[src/rtl/fifo_pkg.sv]
// rtl/fifo_pkg.sv - shared defaults for the byte-wide synchronous FIFO
//
// Purpose: holds the default data width and depth, and the matching pointer
// width, so the top level and the storage array agree on their sizes.
package fifo_pkg;

  localparam int DATA_WIDTH_DEF = 8;
  localparam int DEPTH_DEF      = 8;
  localparam int PTR_W          = $clog2(DEPTH_DEF);

endpackage

[src/rtl/fifo_mem.sv]
// rtl/fifo_mem.sv - simple dual-port register array for the FIFO storage
//
// Purpose: DEPTH x DATA_WIDTH storage. Writes happen on the rising edge and
// reads are a combinational index. The array has no reset: only pointers and
// count decide which entries are valid.
// Ports:
//   i_clk      clock
//   i_wr_en    write strobe
//   i_wr_addr  write index
//   i_wr_data  write data
//   i_rd_addr  read index
//   o_rd_data  data at i_rd_addr (combinational)
module fifo_mem
  import fifo_pkg::*;
#(
  parameter int DATA_WIDTH = DATA_WIDTH_DEF,
  parameter int DEPTH      = DEPTH_DEF,
  parameter int AW         = $clog2(DEPTH)
) (
  input  logic                  i_clk,
  input  logic                  i_wr_en,
  input  logic [AW-1:0]         i_wr_addr,
  input  logic [DATA_WIDTH-1:0] i_wr_data,
  input  logic [AW-1:0]         i_rd_addr,
  output logic [DATA_WIDTH-1:0] o_rd_data
);

  logic [DATA_WIDTH-1:0] r_mem [DEPTH];

  always_ff @(posedge i_clk) begin
    if (i_wr_en) begin
      r_mem[i_wr_addr] <= i_wr_data;
    end
  end

  assign o_rd_data = r_mem[i_rd_addr];

endmodule

[src/rtl/sync_fifo.sv]
// rtl/sync_fifo.sv - single-clock FIFO with push/pop strobes and level flags
//
// Purpose: small elastic buffer between a producer and a consumer on one
// clock. Overflowing pushes and underflowing pops are dropped silently.
// Ports:
//   clk           clock, all state on the rising edge
//   rst           asynchronous active-high reset
//   push          write request, data_in captured on the same edge
//   pop           read request, head entry moved to data_out on the same edge
//   data_in       write data
//   data_out      registered read data, held until the next accepted pop
//   empty         count == 0
//   almost_empty  count <= AE_LEVEL
//   full          count == DEPTH
//   almost_full   count >= DEPTH - AF_LEVEL
module sync_fifo
  import fifo_pkg::*;
#(
  parameter int DATA_WIDTH = DATA_WIDTH_DEF,
  parameter int DEPTH      = DEPTH_DEF,
  parameter int AE_LEVEL   = 1,
  parameter int AF_LEVEL   = 1
) (
  input  logic                  clk,
  input  logic                  rst,
  input  logic                  push,
  input  logic                  pop,
  input  logic [DATA_WIDTH-1:0] data_in,
  output logic [DATA_WIDTH-1:0] data_out,
  output logic                  empty,
  output logic                  almost_empty,
  output logic                  full,
  output logic                  almost_full
);

  localparam int PW = $clog2(DEPTH);
  localparam int CW = PW + 1;

  localparam logic [CW-1:0] C_FULL = CW'(DEPTH);
  localparam logic [CW-1:0] C_AE   = CW'(AE_LEVEL);
  localparam logic [CW-1:0] C_AF   = CW'(DEPTH - AF_LEVEL);

  logic [PW-1:0]         r_wr_ptr;
  logic [PW-1:0]         r_rd_ptr;
  logic [CW-1:0]         r_count;
  logic [DATA_WIDTH-1:0] r_data_out;
  logic [DATA_WIDTH-1:0] w_rd_data;
  logic                  w_empty;
  logic                  w_full;
  logic                  w_pop_ok;
  logic                  w_push_ok;

  // Flags come from the count only; pointer equality is ambiguous at full/empty.
  assign w_empty      = (r_count == '0);
  assign w_full       = (r_count == C_FULL);
  assign empty        = w_empty;
  assign full         = w_full;
  assign almost_empty = (r_count <= C_AE);
  assign almost_full  = (r_count >= C_AF);
  assign data_out     = r_data_out;

  // A pop on a full FIFO frees a slot in the same edge, so the push may use it.
  assign w_pop_ok  = pop && !w_empty;
  assign w_push_ok = push && (!w_full || w_pop_ok);

  fifo_mem #(
    .DATA_WIDTH (DATA_WIDTH),
    .DEPTH      (DEPTH),
    .AW         (PW)
  ) u_mem (
    .i_clk      (clk),
    .i_wr_en    (w_push_ok),
    .i_wr_addr  (r_wr_ptr),
    .i_wr_data  (data_in),
    .i_rd_addr  (r_rd_ptr),
    .o_rd_data  (w_rd_data)
  );

  always_ff @(posedge clk or posedge rst) begin
    if (rst) begin
      r_wr_ptr   <= '0;
      r_rd_ptr   <= '0;
      r_count    <= '0;
      r_data_out <= '0;
    end else begin
      if (w_push_ok) begin
        r_wr_ptr <= r_wr_ptr + PW'(1);
      end
      if (w_pop_ok) begin
        r_rd_ptr   <= r_rd_ptr + PW'(1);
        r_data_out <= w_rd_data;
      end
      case ({w_push_ok, w_pop_ok})
        2'b10:   r_count <= r_count + CW'(1);
        2'b01:   r_count <= r_count - CW'(1);
        default: r_count <= r_count;
      endcase
    end
  end

endmodule

[config.mk]
export PLATFORM = sky130hd
export DESIGN_NAME = sync_fifo
export DESIGN_NICKNAME = d
export VERILOG_FILES = /design/src/rtl/fifo_pkg.sv /design/src/rtl/fifo_mem.sv /design/src/rtl/sync_fifo.sv
export SDC_FILE = /design/constraint.sdc
export NUM_CORES = 1
export LEC_CHECK = 0
export BUFFER_PORTS_ARGS = -buffer_cell sky130_fd_sc_hd__buf_2
export CAP_MARGIN = 20
export CORE_MARGIN = 5
export CORE_UTILIZATION = 62
export CTS_BUF_LIST = sky130_fd_sc_hd__clkbuf_8
export DETAILED_ROUTE_END_ITERATION = 10
export GPL_TIMING_DRIVEN = 0
export PLACE_DENSITY = 0.82
export REMOVE_ABC_BUFFERS = 1
export SLEW_MARGIN = 40
export SYNTH_ARGS = -nofsm -noshare
export SYNTH_HDL_FRONTEND = slang
export SYNTH_SLANG_ARGS = --single-unit
export TNS_END_PERCENT = 10
[constraint.sdc]
create_clock -name clk -period 2.83 [get_ports clk]
set_input_delay 0.566 -clock clk [delete_from_list [all_inputs] [get_ports clk]]
set_output_delay 0.566 -clock clk [all_outputs]
set_load 0.01 [all_outputs]
# ---- Word-level counts from Yosys, hierarchy flattened
# Memories as Yosys holds them, arrays and structs flattened. A register that Yosys moved wholly into a read port is not among the register bits.
# Index checks and enable logic that the tools add are counted.
dict set report totals {
  register_bits 10
  ramBits 64
  inputBits 12
  output_inout_bits 12
  elab_cells 23
  n_memories 1
}
dict set report classes {
  n_addsub 4
  magnitude_cmp 2
  eq_ne 3
  mux 3
  n_reduce_logical 7
}
# memory depth width read_ports rd_clocked_by_memory_dff write_ports line_no
set memory_table {}
lappend memory_table {u_mem.r_mem 8 8 1 1 1 fifo_mem.sv:28} ;# logic [DATA_WIDTH-1:0] r_mem [DEPTH];
# operator count
set ops {}
lappend ops {{4-bit one-hot mux with 2 select lines} 1}
lappend ops {{3-bit by 1-bit adder with 3-bit output, second input constant} 2}
lappend ops {{4-bit by 1-bit adder with 4-bit output, second input constant} 1}
lappend ops {{4-bit equality test, second input constant} 1}
lappend ops {{4-bit by 3-bit greater-or-equal comparator with 1-bit output, second input constant} 1}
lappend ops {{4-bit by 1-bit <= comparator with 1-bit output, second input constant} 1}
lappend ops {{4-bit zero test} 1}
lappend ops {{4-bit by 1-bit subtractor with 4-bit output, second input constant} 1}
lappend ops {{2-bit by 1-bit equality test with 1-bit output, second input constant} 1}
lappend ops {{2-bit equality test, second input constant} 1}
lappend ops {{1-bit logical AND} 2}
lappend ops {{1-bit zero test} 2}
lappend ops {{1-bit two-way mux} 2}
lappend ops {{2-bit nonzero test} 1}
lappend ops {{1-bit logical OR} 1}

# ---- Longest topological paths before layout
# Gate-level depths: netlist (run 1).
dict set report logic_depth {
  depth_word 7
  mapped_depth 8
  ltp_nobuf 6
}

# ---- Cells and area by module
# From an unflattened synthesis (run 1), not the netlist that was laid out.
dict set report hier_totals {
  cells_unflattened 194
  area_unflattened_um2 3533.4
}
# mod instances cells_per_inst area_each_um2 seq_area_each_um2
set modules_own_cells {}
lappend modules_own_cells {fifo_mem 1 106 2531.2 1921.8}
lappend modules_own_cells {sync_fifo 1 88 1002.2 450.4}

# ---- Worst setup path before layout (run 1)
# No wires, ideal clock.
dict set report synth_timing {
  kind {reg-to-reg}
  startpoint {reg r_count[0]}
  endpoint {mem u_mem.r_mem[0][0] (netlist bit), enable pin}
  setup_ns 0.383
  arrival_time_ns 1.806
  required_ns 2.447
  setup_slack_ns 0.640
  path_stages_with_launch 8
  path_buffers 1
  synth_period_minus_slack_ns 2.190
  path_cell_list {dfrtp_1 inv_1 ha_1 nand2b_1 buf_6 o21a_1 nand2b_1 nor3_1}
}
dict set report synth_via {
  elab_chain_cells 7
  word_cells_on_any_way 9
  classes_between {eq/ne (1); mux (2); reduce/logical (6)}
}
# item line_no
set synth_lines {}
lappend synth_lines {{start: declaration} sync_fifo.sv:45} ;# logic [CW-1:0] r_count;
lappend synth_lines {{start signal: assignment} sync_fifo.sv:94} ;# 2'b10: r_count <= r_count + CW'(1);
lappend synth_lines {{start signal: assignment} sync_fifo.sv:95} ;# 2'b01: r_count <= r_count - CW'(1);
lappend synth_lines {{start signal: assignment} sync_fifo.sv:96} ;# default: r_count <= r_count;
lappend synth_lines {{4-bit zero test} sync_fifo.sv:54} ;# assign w_empty = (r_count == '0);
lappend synth_lines {{1-bit zero test} sync_fifo.sv:63} ;# assign w_pop_ok = pop && !w_empty;
lappend synth_lines {{1-bit logical AND} sync_fifo.sv:63}
lappend synth_lines {{1-bit logical OR *} sync_fifo.sv:64} ;# assign w_push_ok = push && (!w_full || w_pop_ok);
lappend synth_lines {{1-bit logical AND *} sync_fifo.sv:64}
lappend synth_lines {{1-bit two-way mux *} fifo_mem.sv:31} ;# if (i_wr_en) begin
lappend synth_lines {{1-bit two-way mux (implied by the code) *} fifo_mem.sv:32} ;# r_mem[i_wr_addr] <= i_wr_data;
lappend synth_lines {{end: declaration} fifo_mem.sv:28}
# Mark *: on every way between the ends. The rest lies on a longest branch, timed or not.

# ---- Worst setup path after layout (run 1)
dict set report layout_timing {
  startpoint {reg r_count[0]}
  endpoint {mem u_mem.r_mem[6][3] (netlist bit), enable pin}
}
# The elaborated chain is that of the path after synthesis.

==> flow_summary.json, run 1 <==
{
  "grtUsageMet1_pct": 22.7,
  "crit_start": "r_count[0]",
  "synth_most_common_cell": "edfxtp_1",
  "final_area_um2": 3820,
  "critPathMaxStageDelay_ns": 0.69,
  "synth_top_area_share_pct": 55.6,
  "clock_sinks": 82,
  "synth-edff-count": 64,
  "crit_top_cell": "nand2b_1",
  "slowest_stage": "nor2_1",
  "nFillCells": 373,
  "end_kind": "register",
  "drt-vias-per-instance": 5.71,
  "cts_buffers": 9,
  "path_buf_inv": 1,
  "grt_usage_pct": 18.2,
  "reg2reg_from": "r_count[0]",
  "tightest_slew_ns": 0.837,
  "fin_skew_ns": 0.00897,
  "ios": 24,
  "dr.pass1.iters": 4,
  "grt_use_met3_pct": 4.51,
  "netlist_area_um2": 3460,
  "syn_area_per_cell_um2": 14.4,
  "synth_warnings": 0,
  "fp.dieW_um": 84.7,
  "critPathRequiredTime_ns": 2.80,
  "clk_pin_slew_worst_paths_ns": 0.08,
  "ys_seq_elements": 82,
  "antenna_cells": 0,
  "start_util_pct": 63.2,
  "holdBufCountCts": 0,
  "clk_latency_ns": 0.35,
  "timing.max_cap.violations": 0,
  "grt-ovfl-total": 0,
  "core_um2": 5470,
  "drc_errors": 0,
  "grt_max_degree": 35,
  "period_needed_ns": 2.57,
  "busiest_layer": "met2",
  "grt_pass1_vias": 1892,
  "relSlewSlack_pct": 44.0,
  "vdd_drop_max_uv": 536,
  "cts_buffer_depth": 2,
  "power_density_nw_per_um2": 976,
  "fp-row-count": 27,
  "cp_top_family": "simple AND/OR/NAND/NOR gates",
  "rrSetupSlack_ns": 0.26,
  "cts_setup_buffers": 0,
  "multiInputGateArea_um2": 1020,
  "grt_pass1_wl_um": 9650,
  "synth_area_leaders": "edfxtp_1 (56%), dfrtp_1 (13%), mux2i_1 (9.6%)",
  "htree_levels": 3,
  "status": "finished, final reports clean",
  "fin_nets": 279,
  "seq_area_frac_synth_pct": 68.6,
  "port_buffers": 23,
  "rsz0062_at_grt": "false",
  "tns_ns": 0,
  "layout_worst_path_cycle_share_pct": 90.8,
  "hold_class": "input pin to asynchronous set/reset pin",
  "fin_hold_ws_ns": 0.200,
  "synth_commonest_cells": "edfxtp_1 (64), mux2i_1 (33), nand2_1 (32)",
  "totalWireLength_um": 6160,
  "wl_per_cell_um": 18.2,
  "drt_iter0_markers": 104,
  "die_area_um2": 7170,
  "ys.flop_type": "edfxtp_1",
  "arrival_ns": 2.55,
  "vias": 1934,
  "synthArstFlopShare_pct": 22.0,
  "finalMaxSlewViolations": 0,
  "cts_resized": 0,
  "met2_usage_pct": 30.6,
  "synth_cell_types": 30,
  "post-route-util_pct": 69.8,
  "leakage_nw": 1.49,
  "start_kind": "register",
  "gp_congestion": 0.780,
  "crit_chain": "inv_1 -> ha_1 -> nand2b_1 -> o21a_1 -> nand2b_1 -> nor2_1",
  "finalNonFillerCells": 339,
  "dp_hpwl_um": 3880,
  "worstPathMaxFanout": 10,
  "setup_viol": 0,
  "seqCellArea_um2": 2380,
  "netlist_instances": 240,
  "fmax_mhz": 389,
  "place_inst": 323,
  "antenna_left": 0,
  "yosysTopAreaCell": "edfxtp_1",
  "ctsRootBufferMaster": "clkbuf_8",
  "antenna_found_initial": 0,
  "hold_violations": 0,
  "syn2layout_area_growth_pct": 10.4,
  "dpl_cell_area_um2": 3610,
  "drive_gt1_share_pct": 18.0,
  "critPathKind": "register to register",
  "fp.dieH_um": 84.7,
  "cts_tree": "built"
}
-- placed cells by master (no fill, tap or decap), types with 3 or more instances in the layout --
master / count
edfxtp_1: 64
mux2i_1: 33
nand2_1: 32
buf_2: 23
dfrtp_1: 17
a22oi_1: 16
clkbuf_8: 11
nor2_1: 10
nand3_1: 8
inv_1: 6
nand2b_1: 5
xnor2_1: 5
ha_1: 5
o21ai_0: 4
nor3_2: 3
-- routing by layer --
layer | up-vias | part of all wire (%)
met2 | 57 | 50
met3 | 12 | 5.7
met1 | 940 | 42
li1 | 925 | -
met5 | - | 0
met4 | 0 | 2.1
-- stage by stage --
step           power [mW]  setup WS, ns
5_1_grt              3.94        0.0897
2_1_floorplan        2.57         0.538
3_3_place_gp         2.88       -0.0760
4_1_cts              3.74         0.221
3_5_place_dp         2.92         0.247
6_report             3.72         0.259
-- worst paths after layout --
path	end	cells past startpoint
worst min register to register	data_out[4]	2
min in group clk	data_out[4]	2
worst min-delay path	r_count[0]	2
worst max-delay path	u_mem.r_mem[6][3]	6
worst max register to register	u_mem.r_mem[6][3]	6
max in group asynchronous	r_rd_ptr[0]	2
-- worst reg2reg max path, delay by kind of cell (launching register included) --
kind,cells,cell delay (ns)
buffers and inverters,1,0.09
AND/OR/NAND/NOR,3,1.17
adder cells (fa/ha/maj),1,0.25
flip-flops,1,0.43
AO/OA/AOI/OAI,1,0.26
-- cells by family after synthesis --
kind of cell               Yosys count  share of synthesized area [%]
DFF                                 82                           68.6
and+or+nand+nor                     68                           9.12
muxes                               33                           9.55
AOI/OAI and AO/OA                   28                           6.80
buffers and inverters               17                           2.35
xor gates and xnor gates             7                           1.77
adders and majority gates            5                           1.81
-- state kept, by name (all words and copies together) (netlist names) --
| register | count |
|---|---|
| u_mem.r_mem | 64 |
| data_out | 8 |
| r_wr_ptr | 3 |
| r_rd_ptr | 3 |
| r_count | 4 |
-- area by class of cell --
| class | count | area share [%] |
|---|---|---|
| sequential | 82 | 62.2 |
| multi-input combinational | 141 | 26.7 |
| clock buffer | 11 | 3.97 |
| timing repair buffer | 23 | 3.02 |
| tap | 72 | 2.36 |
| clock inverter | 5 | 1.21 |
| inverter | 5 | 0.492 |
-- report_power, final --
group | switching (mW) | internal [mW]
Sequential | 0.288 | 1.56
Clock | 0.385 | 0.445
Combinational | 0.579 | 0.465
(Power assumes the default switching activity.)
==> run 2: changes to the inputs <==
- RECOVER_POWER: default -> 100
==> flow_summary.json, run 2 (synthesis gave the netlist of run 1 again) <==
{
  "syn2layout_area_growth_pct": 8.68,
  "vias": 1942,
  "clock_sinks": 82,
  "grt_pass1_vias": 1892,
  "rrSetupSlack_ns": 0.28,
  "finalMaxSlewViolations": 0,
  "cts_resized": 0,
  "largest_reg_flops": 64,
  "tightest_slew_ns": 0.986,
  "totalWireLength_um": 6220,
  "clk_latency_ns": 0.35,
  "status": "finished, final reports clean",
  "fin_skew_ns": 0.00811,
  "dpl_cell_area_um2": 3610,
  "fp.dieH_um": 84.7,
  "port_buffers": 23,
  "fin_hold_ws_ns": 0.337,
  "fin_nets": 279,
  "cts_buffer_depth": 2,
  "grt_pass1_wl_um": 9650,
  "worstPathMaxFanout": 10,
  "gp_congestion": 0.780,
  "dp_hpwl_um": 3880,
  "final_cell_mix": "edfxtp_1 (64), mux2i_1 (33), nand2_1 (32)",
  "end_kind": "register",
  "holdBufCountCts": 0,
  "start_util_pct": 63.2,
  "grt-ovfl-total": 0,
  "finalNonFillerCells": 339,
  "grt_usage_pct": 18.2,
  "rsz0062_at_grt": "false",
  "htree_levels": 3,
  "worst_slack_ns": 0.276,
  "hold_violations": 0,
  "drt-vias-per-instance": 5.73,
  "cts_setup_buffers": 0,
  "antenna_found_initial": 0,
  "layout_worst_path_cycle_share_pct": 90.2,
  "clk_pin_slew_worst_paths_ns": 0.08,
  "drt_iter0_markers": 123,
  "relSlewSlack_pct": 33.9,
  "arrival_ns": 2.53,
  "regMostFlops": "u_mem.r_mem",
  "start_kind": "register",
  "dr.pass1.iters": 4,
  "core_um2": 5470,
  "antenna_cells": 0,
  "die_area_um2": 7170,
  "antenna_left": 0,
  "fp.dieW_um": 84.7,
  "hold_class": "input pin to asynchronous set/reset pin",
  "final_area_um2": 3760,
  "layout_commonest_cell": "edfxtp_1",
  "ctsRootBufferMaster": "clkbuf_8",
  "grt_max_degree": 35,
  "critPathRequiredTime_ns": 2.81,
  "post-route-util_pct": 68.7,
  "drc_errors": 0,
  "place_inst": 323,
  "setup_viol": 0,
  "dpl_worst_slack_ns": 0.247,
  "cts_tree": "built",
  "leakage_nw": 1.42,
  "ios": 24,
  "cts_buffers": 9,
  "drive_gt1_share_pct": 7.87,
  "timing.max_cap.violations": 0,
  "vdd_drop_max_uv": 536,
  "power_density_nw_per_um2": 981,
  "critPathKind": "register to register",
  "wl_per_cell_um": 18.3,
  "fp-row-count": 27,
  "fmax_mhz": 392,
  "period_needed_ns": 2.55
}
[run 2: cell count changes in the layout (fill, tap and decap cells not counted), sizes merged]
cell,change
buf,-20
clkbuf,+20
[run 2: report_power, final]
part	total (mW)	internal, mW	leakage (nW)	switching [mW]
sequential	1.85	1.56	0.794	0.288
clock	0.834	0.445	0.109	0.389
combinational	1.00	0.432	0.520	0.568
total	3.69	2.44	1.42	1.24
[run 2: metrics by stage]
stage               power, mW  setup TNS, ns
finish                   3.69              0
global route             3.90              0
floorplan                2.57              0
CTS                      3.74              0
detailed placement       2.92              0
global placement         2.88         -0.994
[run 2: worst paths after layout]
kind	start	endpoint	cells after the start
max reg2reg	r_count[0]	u_mem.r_mem[2][1]	6
max	r_count[0]	u_mem.r_mem[2][1]	6
min	rst	data_out[2]	2
max in group asynchronous	rst	r_rd_ptr[0]	2
min reg2reg	data_out[4]	data_out[4]	2
min in group clk	data_out[4]	data_out[4]	2
[run 2: final cells by class]
| type | count | area, um^2 |
|---|---|---|
| flip-flops and latches | 82 | 2380 |
| multi-input cells | 141 | 986 |
| repair buffers | 23 | 90.1 |
| well taps | 72 | 90.1 |
| clock buffers | 11 | 151 |
| fillers | 387 | 1710 |
| clock inverters | 5 | 46.3 |
| inverters | 5 | 18.8 |
[run 2: layer usage]
layer  share of wire (%)  global-route usage [%]  routed length (um)
met1                  41                    22.7                2570
met2                  50                    30.6                3130
met5                   0                       0                   0
met4                 2.1                    6.91                 130
met3                 6.3                    4.51                 390
[run 2: worst max-delay path: stages (launching register included)]
cell and delay (ns):
dfrtp_1 0.43, inv_1 0.09, ha_1 0.25, nand2b_1 0.31, o21a_1 0.26, nand2b_1 0.15, nor2_1 0.70
==> run 3: changes to the inputs <==
- PLACE_DENSITY: 0.82 -> default
- PLACE_DENSITY_LB_ADDON: default -> 0.3
==> flow_summary.json, run 3 (synthesis gave the netlist of run 1 again) <==
{
  "fp.dieW_um": 84.7,
  "arrival_ns": 2.52,
  "leakage_nw": 1.44,
  "setup_viol": 0,
  "cts_buffer_depth": 2,
  "dr.pass1.iters": 4,
  "layout_worst_path_cycle_share_pct": 89.9,
  "cts_buffers": 9,
  "hold_class": "input pin to asynchronous set/reset pin",
  "period_needed_ns": 2.54,
  "fp-row-count": 27,
  "regMostFlops": "u_mem.r_mem",
  "rsz0062_at_grt": "false",
  "final_cell_mix": "edfxtp_1 (64), mux2i_1 (33), nand2_1 (32)",
  "clock_sinks": 82,
  "core_um2": 5470,
  "dpl_worst_slack_ns": 0.191,
  "vdd_drop_max_uv": 711,
  "grt-ovfl-total": 0,
  "drive_gt1_share_pct": 11.6,
  "grt_pass1_vias": 1980,
  "largest_reg_flops": 64,
  "critPathMaxStageDelay_ns": 0.67,
  "end_kind": "register",
  "die_area_um2": 7170,
  "nFillCells": 396,
  "totalPowerFinal_mw": 3.85,
  "status": "finished, final reports clean",
  "fmax_mhz": 393,
  "place_inst": 324,
  "syn2layout_area_growth_pct": 10.4,
  "ctsRootBufferMaster": "clkbuf_8",
  "antenna_found_initial": 0,
  "power_density_nw_per_um2": 1010,
  "antenna_left": 0,
  "grt_usage_pct": 19.3,
  "clk_latency_ns": 0.34,
  "fp.dieH_um": 84.7,
  "gp_congestion": 0.734,
  "ios": 24,
  "tightest_slew_ns": 0.957,
  "htree_levels": 3,
  "drc_errors": 0,
  "fin_skew_ns": 0.00808,
  "drt_iter0_markers": 181,
  "hold_violations": 0,
  "totalWireLength_um": 6540,
  "worst_slack_ns": 0.285,
  "slowest_stage": "nor3_2",
  "port_buffers": 23,
  "grt_pass1_wl_um": 10400,
  "cts_tree": "built",
  "antenna_cells": 0,
  "wl_per_cell_um": 19.2,
  "fin_nets": 280,
  "finalMaxSlewViolations": 0,
  "cts_resized": 0,
  "grt_max_degree": 35,
  "start_kind": "register",
  "clk_pin_slew_worst_paths_ns": 0.08,
  "dp_hpwl_um": 3940,
  "holdBufCountCts": 0,
  "critPathKind": "register to register",
  "worstPathMaxFanout": 10,
  "cts_setup_buffers": 0,
  "finalNonFillerCells": 340,
  "vias": 1978,
  "timing.max_cap.violations": 0,
  "layout_commonest_cell": "edfxtp_1",
  "drt-vias-per-instance": 5.82,
  "critPathRequiredTime_ns": 2.80,
  "crit_chain": "inv_1 -> ha_1 -> nand2b_1 -> o21a_1 -> nand2_1 -> nor3_2",
  "relSlewSlack_pct": 35.8,
  "start_util_pct": 63.2
}
-- run 3: path summary, 6_finish.rpt --
kind	from	to	slack, ns	depth (start not counted)
worst min register to register	data_out[4]	data_out[4]	0.48	2
min in group clk	data_out[4]	data_out[4]	0.48	2
worst max register to register	r_count[0]	u_mem.r_mem[1][5]	0.29	6
max in group asynchronous	rst	r_rd_ptr[0]	1.91	2
worst min-delay path	rst	r_rd_ptr[2]	0.35	2
worst max-delay path	r_count[0]	u_mem.r_mem[1][5]	0.29	6
-- run 3: routing by layer --
metal | track usage [%] | share of wire (%) | vias up
li1 | - | - | 925
met3 | 3.83 | 4.9 | 11
met4 | 8.49 | 1.9 | 0
met2 | 30.5 | 50 | 59
met1 | 26.0 | 44 | 983
met5 | 0 | 0 | -
-- run 3: critical path, delay by kind of cell, from the launching register on --
kind	cells	cell delay, ns
compound gates	1	0.25
fa+ha+maj	1	0.25
buf+inv	1	0.10
simple gates	3	1.14
flops	1	0.44
-- run 3: area by class of cell --
type	count	area [um^2]	share of cell area, %
clock buffers	9	124	3.24
clock inverters	7	92.6	2.42
inverters	5	18.8	0.491
multi-input cells	141	1010	26.4
flip-flops and latches	82	2380	62.2
well taps	72	90.1	2.36
repair buffers	24	110	2.88
-- run 3: power by group --
group	switching, mW	internal, mW
combinational	0.726	0.462
sequential	0.182	1.56
clock	0.422	0.497
-- run 3: stage by stage --
| stage | hold slack, ns | cell area (um^2) | TNS [ns] | utilization (%) |
|---|---|---|---|---|
| floorplan | 0.487 | 3400 | 0 | - |
| global placement | 0.457 | 3600 | -2.02 | 65.8 |
| detailed placement | 0.459 | 3640 | 0 | 66.6 |
| CTS | 0.376 | 3860 | 0 | 70.6 |
| global route | 0.438 | 3820 | 0 | 69.8 |
| finish | 0.353 | 3820 | 0 | 69.8 |
